File: config.mk
export PLATFORM = sky130hd
export DESIGN_NAME = nn_sequencer
export DESIGN_NICKNAME = d
export VERILOG_FILES = /design/src/rtl/nn_sequencer.sv
export SDC_FILE = /design/constraint.sdc
export NUM_CORES = 1
export LEC_CHECK = 0
export CORE_MARGIN = 4
export CORE_UTILIZATION = 38
export DETAILED_ROUTE_END_ITERATION = 6
export PLACE_DENSITY_LB_ADDON = 0.15
export RECOVER_POWER = 25
export SLEW_MARGIN = 0
export SYNTH_ARGS = -nofsm -noshare
export SYNTH_HDL_FRONTEND = slang
export SYNTH_SLANG_ARGS = --single-unit
File: constraint.sdc
create_clock -name clk -period 2.75 [get_ports clk]
set_input_delay 0.55 -clock clk [delete_from_list [all_inputs] [get_ports clk]]
set_output_delay 0.55 -clock clk [all_outputs]
set_load 0.02 [all_outputs]
File: src/rtl/nn_sequencer.sv
// nn_sequencer: control FSM sequencing a two-layer neural inference over S hidden steps
module nn_sequencer #(
  parameter int S  = 8,
  parameter int AW = 3,
  parameter int CW = 16
) (
  input  logic          clk,
  input  logic          reset,
  input  logic          in_valid,
  output logic          in_ready,
  output logic          x_load,
  output logic [AW-1:0] addr_r,
  output logic [AW-1:0] addr_c,
  output logic          acc_en,
  output logic          acc_clr,
  output logic          out_valid,
  input  logic          out_ready,
  output logic          busy,
  output logic [CW-1:0] inf_count
);
  typedef enum logic [1:0] {IDLE, RUN, DRAIN, DONE} state_t;
  state_t state, state_nx;
  logic [AW-1:0] k, k_nx;
  logic last;
  assign last      = k == AW'(S - 1);
  assign in_ready  = state == IDLE;
  assign x_load    = in_valid & in_ready;
  assign busy      = state != IDLE;
  assign out_valid = state == DONE;
  assign addr_r    = state == RUN ? k : '0;
  // next state and step counter; k only counts inside RUN and parks at 0 otherwise
  always_comb begin
    state_nx = state;
    case (state)
      IDLE:    state_nx = in_valid ? RUN : IDLE;
      RUN:     state_nx = last ? DRAIN : RUN;
      DRAIN:   state_nx = DONE;
      default: state_nx = out_ready ? IDLE : DONE;
    endcase
    k_nx = (state == RUN && !last) ? k + 1'b1 : '0;
  end
  // state register
  always_ff @(posedge clk) begin
    if (reset) begin
      state <= IDLE;
      k     <= '0;
    end else begin
      state <= state_nx;
      k     <= k_nx;
    end
  end
  // layer-2 controls trail layer-1 by one stage to line up with the registered H
  always_ff @(posedge clk) begin
    if (reset) begin
      addr_c    <= '0;
      acc_en    <= 1'b0;
      acc_clr   <= 1'b0;
      inf_count <= '0;
    end else begin
      addr_c  <= addr_r;
      acc_en  <= state == RUN;
      acc_clr <= state == RUN && k == '0;
      if (state == DONE && out_ready) inf_count <= inf_count + 1'b1;
    end
  end
endmodule

==> flow_summary_export.csv, run 1 <==
group,metric,value,unit
drt,drtAntennaViolNets,0,
clock_tree,post-cts-setup-buffer-count,0,
drt,wl,2.25,mm
final_layout,nets,166,
timing,period_minus_slack,2.36,ns
die,rows,19,
die,start_util,0.400,
synthesis,ys_ff_latch,26,
synthesis,synth_top_family_by_area,"simple AND/OR/NAND/NOR gates",
synthesis,synth.most_common_cell,"dfxtp_1",
clock_tree,clk_latency,0.33,ns
die,die-area,3860,um^2
synthesis,synth_edf_count,0,
synthesis,synthTopCellsByArea,"dfxtp_1, nor2_1, ha_1, and2_1, xnor2_1",
synthesis,synth_common_cells,"dfxtp_1, nor2_1, nand2_1",
global_routing,grt_overflow,0,
clock_tree,cts-root-buf,"clkbuf_4",
synthesis,syn-mean-instance-area,8.97,um^2
timing,setup_viol,0,
synthesis,synth_compound_area_frac,0.0619,
hold_path,whs_path_depth,2,
synthesis,synthFlopType,"dfxtp_1",
global_routing,grt_max_degree,20,
drt,remaining_drc_errors,0,
die,coreArea,2780,um^2
clock_tree,cts_inserted_buffers,3,
timing,fin_crit_sh,0.860,
global_routing,grt_util_met2,0.181,
drt,drtPass1Iterations,4,
power,ir_drop,0.249,mV
global_routing,grt_pass1_wl,3.93,mm
synthesis,synth_nets,132,
synthesis,synth.top_cell.area_share,0.468,
global_routing,grt_use_total,0.121,
global_routing,antenna_found_initial,0,
global_routing,grt_use_met1,0.160,
worst_setup_path,start_kind,"flip-flop",
placement,finalWeightedCongestion,0.722,
placement,place_ws,0.250,ns
synthesis,ys_warn_count,0,
clock_tree,cts_resized,0,
synthesis,synth_area,1110,um^2
synthesis,synthArstFlopShare,0,
clock_tree,cts_max_path_buffers,2,
drt,via_per_inst,4.87,
worst_setup_path,arrival,1.81,ns
clock_tree,cts.sinks,26,
drt,drt_first_iter_violations,20,
worst_setup_path,crit_start,"state[0]",
final_layout,fin_util,0.541,
die,ios,32,
flow_run,maxCapViolCount,0,
global_routing,busiest_layer,"met2",
timing,tightest_slew,0.801,ns
worst_setup_path,endpoint,"addr_r[2]",
worst_setup_path,critPathCaptureType,"output port",
final_layout,drive_above_1_share,0.0637,
status,outcome,"finished, final reports clean",
timing,rsz0062_at_grt,"no",
worst_setup_path,criticalPathCategory,"reg -> out",
synthesis,muxShareOfSynthArea,0.00900,
timing,fin_ws,0.386,ns
timing,worst_clock_skew,0.00774,ns
worst_setup_path,critPathMaxFanout,8,
synthesis,synthAdderAreaFrac,0.0450,
global_routing,grt_pass1_vias,893,
worst_setup_path,rrSetupSlack,0.84,ns
synthesis,synthSimpleGateAreaFrac,0.303,
placement,port_buffers,31,
timing,timing.hold.ws,0.496,ns
clock_tree,h-tree-depth,1,
synthesis,synth_xor_area_frac,0.0787,
power,p_leak,0.546,nW
global_routing,use_met3,0.0270,
die,die_w,62.1,um
power,cellPowerDensity,460,nW/um^2
worst_setup_path,critical_path_required,2.20,ns
synthesis,yosys.area.top_type,"dfxtp_1",
clock_tree,cts_tree,"done",
worst_setup_path,r2r-start,"state[0]",
die,die_y,62.1,um
timing,hold_violations,0,
placement,hpwlAfterDp,1.68,mm
timing,fin_tns_setup,0,ns
final_layout,antenna_cells,0,
synthesis,synth.distinct_cells,29,
worst_setup_path,reg2regPathDepth,4,
drt,via_count,915,
timing,slew_viol_final,0,
clock_tree,path_clk_slew,0.15,ns
clock_tree,cts_hold_buf,0,
final_layout,synthToLayoutAreaGrowth,35.2,%
synthesis,seq_area_frac_synth,0.468,
timing,clock.fmax,423,MHz
drt,wire_per_inst,12.0,um
worst_setup_path,timing.rr.end,"inf_count[15]",
hold_path,hold_path.class,"reg -> reg",
timing,max_slew_margin,0.466,
synthesis,synth_cells,124,
metal layers:
layer  vias to the layer above  part of all wire
met5                         -                 0
met4                         0             0.018
met3                         4             0.040
met2                        19              0.43
met1                       407              0.51
li1                        485                 -
state kept, by name, summed over array words and instances (netlist names):
name and flops:
acc_clr 1, acc_en 1, addr_c 3, inf_count 16, state 2, k 3
cell usage in the layout, fill, tap and decap left out, types with 2 or more instances in the layout:
master           count
a21oi_1              7
and2_0               4
and2_1               4
clkbuf_4             3
clkdlybuf4s50_1     30
dfxtp_1             26
ha_1                 4
inv_1                7
nand2_1             10
nand3_1              3
nand4_1              3
nor2_1              16
nor3_1               3
nor4_1               3
o21ai_0              5
or3_1                4
or3_2                2
or4_4                2
xnor2_1              5
xor2_1               5
worst min path at each step:
stage	startpoint	end	slack, ns
2_1_floorplan	k[2]	acc_clr	0.43
3_3_place_gp	k[1]	addr_c[1]	0.47
3_5_place_dp	k[0]	k[0]	0.47
4_1_cts	k[0]	k[0]	0.50
5_1_grt	k[0]	k[0]	0.51
6_report	k[1]	addr_c[1]	0.50
critical path, cell delays in order (launching register included):
cell	delay, ns
dfxtp_1	0.53
and2b_2	0.22
and2_1	0.13
clkdlybuf4s50_1	0.60
layout make-up:
type                       instances  area [um^2]
clock buffer                       3         22.5
sequential                        26          520
inverter                           7         26.3
multi-input combinational         88          552
tap                               31         38.8
fill                             281         1280
timing repair buffer              32          314
clock inverter                     1         30.0
kinds of logic (layout without fill, tap and decap cells):
kind of cell / Yosys count / count (layout)
flip-flops: 26 / 26
AO/OA/AOI/OAI: 13 / 13
buffers and inverters: 10 / 43
adder cells (fa/ha/maj): 4 / 4
XOR/XNOR: 10 / 10
AND/OR/NAND/NOR: 60 / 60
multiplexers: 1 / 1
stage by stage:
step                      cells  area, um^2  power [mW]
final                       188        1500       0.692
after global routing        188        1500       0.718
after CTS                   188        1510       0.702
after detailed placement    184        1460       0.434
after global placement      184        1460       0.433
after floorplan             124        1110       0.414
power by group:
part,internal (mW),switching [mW]
clock network,0.148,0.120
logic,0.0182,0.0211
registers,0.381,0.00410
(Power assumes the default switching activity.)
==> run 2: changes to the inputs <==
ABC_AREA = 1   (was not set)
CORE_ASPECT_RATIO = 0.75   (was not set)
==> run 2 against run 1 <==
  * Count of clock-buffer cells in the layout stayed put
  * Wire length is 27% higher
  * Critical path depth is 1 higher
  * Highest routed layer unchanged
==> flow_summary_export.csv, run 2 <==
group,metric,value,unit
status,outcome,"finished, final reports clean",
die,die-area,4330,um^2
final_layout,synthToLayoutAreaGrowth,31.7,%
worst_setup_path,start_kind,"input port",
worst_setup_path,timing.rr.end,"inf_count[14]",
synthesis,synth.most_common_cell,"nand2_1",
power,p_sw,154,uW
timing,worst_clock_skew,0.00541,ns
die,die_w,74.6,um
clock_tree,h-tree-depth,1,
synthesis,ys_warn_count,0,
synthesis,seq_area_frac_synth,0.411,
timing,rsz0062_at_grt,"no",
synthesis,synthArstFlopShare,0,
synthesis,synth_edf_count,0,
timing,tightest_slew,0.438,ns
synthesis,synth.top_cell.area_share,0.411,
power,comb_power_share,0.061,
drt,drtAntennaViolNets,0,
drt,via_count,1174,
timing,hold_violations,0,
global_routing,antenna_found_initial,0,
synthesis,syn-mean-instance-area,7.19,um^2
clock_tree,cts.sinks,26,
worst_setup_path,critPathCaptureType,"output port",
global_routing,grt_util_met2,0.227,
global_routing,grt_use_met1,0.198,
power,p_leak,0.661,nW
power,ir_drop,0.232,mV
final_layout,largest_register,"inf_count",
worst_setup_path,rrSetupSlack,1.10,ns
power,cellPowerDensity,449,nW/um^2
final_layout,nets,220,
clock_tree,post-cts-setup-buffer-count,0,
timing,period_minus_slack,2.31,ns
clock_tree,cts-root-buf,"clkbuf_8",
drt,remaining_drc_errors,0,
final_layout,n_fill_cell,327,
power,seqPwrFrac,0.513,
final_layout,reg_top3,"inf_count: 16 flops, addr_c: 3 flops, k: 3 flops",
global_routing,grt_use_total,0.145,
clock_tree,cts_resized,0,
die,start_util,0.413,
worst_setup_path,reg2regPathDepth,5,
synthesis,synth_common_cells,"nand2_1, nor2_1, inv_1, dfxtp_1",
placement,hpwlAfterDp,2.26,mm
worst_setup_path,critical_path_required,2.20,ns
synthesis,synth_area,1260,um^2
drt,drtPass1Iterations,4,
die,rows,17,
drt,wl,2.86,mm
global_routing,busiest_layer,"met2",
drt,via_per_inst,4.71,
synthesis,synthTopCellsByArea,"dfxtp_1, nand2_1, nor2_1, inv_1, nor2_4",
placement,finalWeightedCongestion,0.773,
die,die_y,58.0,um
worst_setup_path,crit_start,"in_valid",
worst_setup_path,critPathMaxFanout,2,
power,swShare,0.205,
die,ios,32,
worst_setup_path,arrival,1.76,ns
timing,slew_viol_final,0,
final_layout,mostFrequentLayoutCell,"nand2_1",
power,intPower,594,uW
drt,wire_per_inst,11.5,um
global_routing,grt_pass1_vias,1115,
clock_tree,cts_hold_buf,0,
hold_path,hold_path.class,"reg -> reg",
synthesis,synth_nets,184,
synthesis,ys_ff_latch,26,
clock_tree,cts_inserted_buffers,3,
timing,clock.fmax,433,MHz
clock_tree,clk_latency,0.27,ns
synthesis,synthFlopType,"dfxtp_1",
global_routing,grt_max_degree,16,
worst_setup_path,endpoint,"x_load",
placement,port_buffers,31,
timing,fin_crit_sh,0.840,
die,coreArea,3060,um^2
final_layout,final_cell_count_no_fill,249,
synthesis,synth_cells,176,
drt,drt_first_iter_violations,89,
global_routing,grt_pass1_wl,4.94,mm
global_routing,grt_overflow,0,
final_layout,antenna_cells,0,
worst_setup_path,criticalPathCategory,"in -> out",
synthesis,yosys.area.top_type,"dfxtp_1",
power,totalPowerFinal,748,uW
flow_run,maxCapViolCount,0,
global_routing,use_met3,0.0468,
final_layout,largest_reg_flops,16,
worst_setup_path,r2r-start,"state[0]",
final_layout,final_cell_mix,"nand2_1, nor2_1, inv_1, clkdlybuf4s50_1, dfxtp_1",
synthesis,synth.distinct_cells,24,
placement,dp_cells,245,
final_layout,drive_above_1_share,0.0900,
power,power_frac_clock,0.426,
timing,fin_tns_setup,0,ns
clock_tree,cts_tree,"done",
timing,setup_viol,0,
clock_tree,path_clk_slew,0.09,ns
clock_tree,cts_max_path_buffers,2,
timing,max_slew_margin,0.707,
-- run 2: cell types whose count changed after synthesis, moves of 3 or more --
cell     delta
nor2_1     +14
nor2_2      +5
nor4_1      -3
xnor2_1     -4
xor2_1      -4
or3_1       -4
nor2_4      +6
nand2_1    +29
nand2_2     +3
nand3_1     +4
inv_1      +21
and2_1      -7
-- run 2: worst min path at each step --
stage | start | to | slack, ns | depth (start not counted)
global route | k[0] | k[0] | 0.49 | 1
global placement | k[0] | k[0] | 0.44 | 1
floorplan | k[0] | k[0] | 0.43 | 1
detailed placement | k[0] | k[0] | 0.44 | 1
CTS | k[0] | k[0] | 0.46 | 1
finish | k[0] | k[0] | 0.47 | 1
-- run 2: final cells by class --
type | instances | area, um^2 | share of cell area
clock buffer | 3 | 41.3 | 0.0248
clock inverter | 1 | 30.0 | 0.0180
inverter | 30 | 113 | 0.0676
multi-input combinational | 119 | 599 | 0.360
sequential | 26 | 520 | 0.313
tap | 38 | 47.5 | 0.0285
timing repair buffer | 32 | 314 | 0.189
-- run 2: cells by family (layout without fill, tap and decap cells) --
logic type,Yosys count,after routing,synth area share
fa+ha+maj,4,4,0.0396
compound gates,12,12,0.0494
simple gates,101,101,0.393
xor+xnor,2,2,0.0139
buf+inv,31,66,0.0930
flops,26,26,0.411
-- run 2: critical path, stage by stage --
cell and delay, ns:
clkdlybuf4s50_1 0.49, nand2_1 0.06, inv_1 0.06, clkdlybuf4s50_1 0.60
-- run 2: per-stage QoR --
stage               worst slack, ns   util  area [um^2]  hold WS (ns)
detailed placement            0.451  0.531         1630         0.445
finish                        0.440  0.544         1670         0.466
global placement              0.489  0.531         1630         0.442
floorplan                      1.23      -         1260         0.427
global route                  0.418  0.544         1670         0.485
CTS                           0.450  0.554         1700         0.464
-- run 2: layer usage --
metal,up-vias,wire (um)
met3,2,121
li1,608,-
met5,-,0
met4,0,12
met1,542,1450
met2,22,1280
-- run 2: power groups by stage --
stage	Clock [mW]	Sequential (mW)	Combinational (mW)
2_1_floorplan	0	0.395	0.0237
3_3_place_gp	0	0.393	0.0472
5_1_grt	0.344	0.385	0.0497
3_5_place_dp	0	0.393	0.0478
4_1_cts	0.325	0.384	0.0480
6_report	0.319	0.384	0.0457
==> run 3: changes to the inputs <==
clock period = 2.19 ns   (was 2.75 ns; I/O delays follow)
==> run 3 against run 2 <==
  * Flip-flop and latch count stayed put
  * Worst hold slack better by 0.0035 ns
  * Count of clock-buffer cells in the layout stayed put
  * Critical path depth stayed put
  * Global-route usage is 0.15 points higher
  * Combinational power is 23% higher
  * Highest routed layer unchanged
  * Register-to-register slack worse by 0.55 ns
  * Via count is 2.3% lower
  * Critical endpoint unchanged
==> flow_summary_export.csv, run 3 (synthesized netlist as in run 2, its figures left out) <==
group,metric,value,unit
clock_tree,cts_resized,0,
drt,remaining_drc_errors,0,
clock_tree,clk_latency,0.27,ns
worst_setup_path,cpMostUsedCell,"clkdlybuf4s50_1",
die,coreArea,3060,um^2
drt,wl,2.84,mm
flow_run,maxCapViolCount,0,
timing,slew_viol_final,0,
final_layout,antenna_cells,0,
die,die_y,58.0,um
final_layout,drive_above_1_share,0.0853,
timing,max_slew_margin,0.718,
timing,clock.fmax,488,MHz
worst_setup_path,arrival,1.61,ns
timing,rsz0062_at_grt,"no",
global_routing,grt_use_met1,0.199,
placement,place_ws,0.141,ns
drt,drtPass1Iterations,4,
power,cellPowerDensity,565,nW/um^2
timing,tightest_slew,0.421,ns
final_layout,final_cell_count_no_fill,249,
clock_tree,cts_tree,"done",
die,rows,17,
worst_setup_path,critPathCaptureType,"output port",
timing,fin_crit_sh,0.936,
global_routing,grt_pass1_vias,1146,
die,die-area,4330,um^2
clock_tree,cts_max_path_buffers,2,
placement,dp_cells,245,
clock_tree,post-cts-setup-buffer-count,0,
final_layout,largest_reg_flops,16,
worst_setup_path,slowest_delay,0.59,ns
final_layout,reg_top3,"inf_count: 16 flops, addr_c: 3 flops, k: 3 flops",
worst_setup_path,worst_path_max_delay_cell,"clkdlybuf4s50_1",
final_layout,nets,220,
power,ir_drop,0.413,mV
worst_setup_path,cp_cell_sequence,"clkdlybuf4s50_1 > nand2_1 > inv_1 > clkdlybuf4s50_1",
global_routing,busiest_layer,"met2",
timing,fin_tns_setup,0,ns
clock_tree,cts-root-buf,"clkbuf_8",
placement,hpwlAfterDp,2.26,mm
clock_tree,path_clk_slew,0.09,ns
drt,drtAntennaViolNets,0,
timing,worst_clock_skew,0.00293,ns
global_routing,grt_max_degree,16,
die,die_w,74.6,um
drt,wire_per_inst,11.4,um
final_layout,synthToLayoutAreaGrowth,31.1,%
hold_path,hold_path.class,"reg -> reg",
timing,period_minus_slack,2.05,ns
final_layout,final_cell_mix,"nand2_1, nor2_1, inv_1, clkdlybuf4s50_1, dfxtp_1",
worst_setup_path,critPathMaxFanout,2,
placement,port_buffers,31,
global_routing,grt_overflow,0,
timing,timing.hold.ws,0.470,ns
timing,setup_viol,0,
die,start_util,0.413,
status,outcome,"finished, final reports clean",
worst_setup_path,start_kind,"input port",
timing,fin_ws,0.140,ns
power,p_leak,0.661,nW
drt,via_per_inst,4.61,
global_routing,grt_use_total,0.146,
global_routing,grt_pass1_wl,5.00,mm
final_layout,mostFrequentLayoutCell,"nand2_1",
die,ios,32,
global_routing,antenna_found_initial,0,
clock_tree,h-tree-depth,1,
worst_setup_path,critical_path_required,1.75,ns
worst_setup_path,criticalPathCategory,"in -> out",
clock_tree,cts_hold_buf,0,
drt,via_count,1147,
clock_tree,cts.sinks,26,
clock_tree,cts_inserted_buffers,3,
final_layout,largest_register,"inf_count",
drt,drt_first_iter_violations,54,
placement,finalWeightedCongestion,0.779,
timing,hold_violations,0,
global_routing,grt_util_met2,0.233,
global_routing,use_met3,0.0451,
## run 3: changes by cell type in the layout (fill, tap and decap cells not counted)
cell	previous run	this run
nor2_1	32	33
nor2_4	4	3
## run 3: final cells by class
| cell class | count | area [um^2] |
|---|---|---|
| multi-input combinational | 119 | 592 |
| tap | 38 | 47.5 |
| sequential | 26 | 520 |
| clock buffer | 3 | 41.3 |
| clock inverter | 1 | 30.0 |
| inverter | 30 | 113 |
| fill | 329 | 1410 |
| timing repair buffer | 32 | 314 |
## run 3: report_power, final
group          switching, mW  internal [mW]  total [mW]  leakage [nW]
combinational         0.0323         0.0240      0.0563         0.415
sequential           0.00433          0.478       0.482         0.210
clock                  0.155          0.245       0.399        0.0357
total                  0.191          0.746       0.937         0.661
## run 3: through the flow
step | utilization | total power [mW] | cell area, um^2
global route | 0.541 | 0.971 | 1660
CTS | 0.554 | 0.952 | 1700
detailed placement | 0.531 | 0.554 | 1630
finish | 0.541 | 0.937 | 1660
global placement | 0.531 | 0.553 | 1630
floorplan | - | 0.526 | 1260
## run 3: worst max-delay path, delay by kind of cell
kind / cells / cell delay, ns
AND/OR/NAND/NOR: 1 / 0.05
buffers and inverters: 3 / 1.12
## run 3: worst paths after layout
check | start | slack (ns) | cells after the start | endpoint
max | in_valid | 0.14 | 4 | x_load
min | k[0] | 0.47 | 1 | k[0]
max reg2reg | state[0] | 0.55 | 6 | inf_count[7]
min reg2reg | k[0] | 0.47 | 1 | k[0]
## run 3: metal layers
metal  share of wire  routed length, um
met5               0                  0
met4          0.0042                 12
met2            0.45               1290
met1            0.49               1400
met3           0.052                147
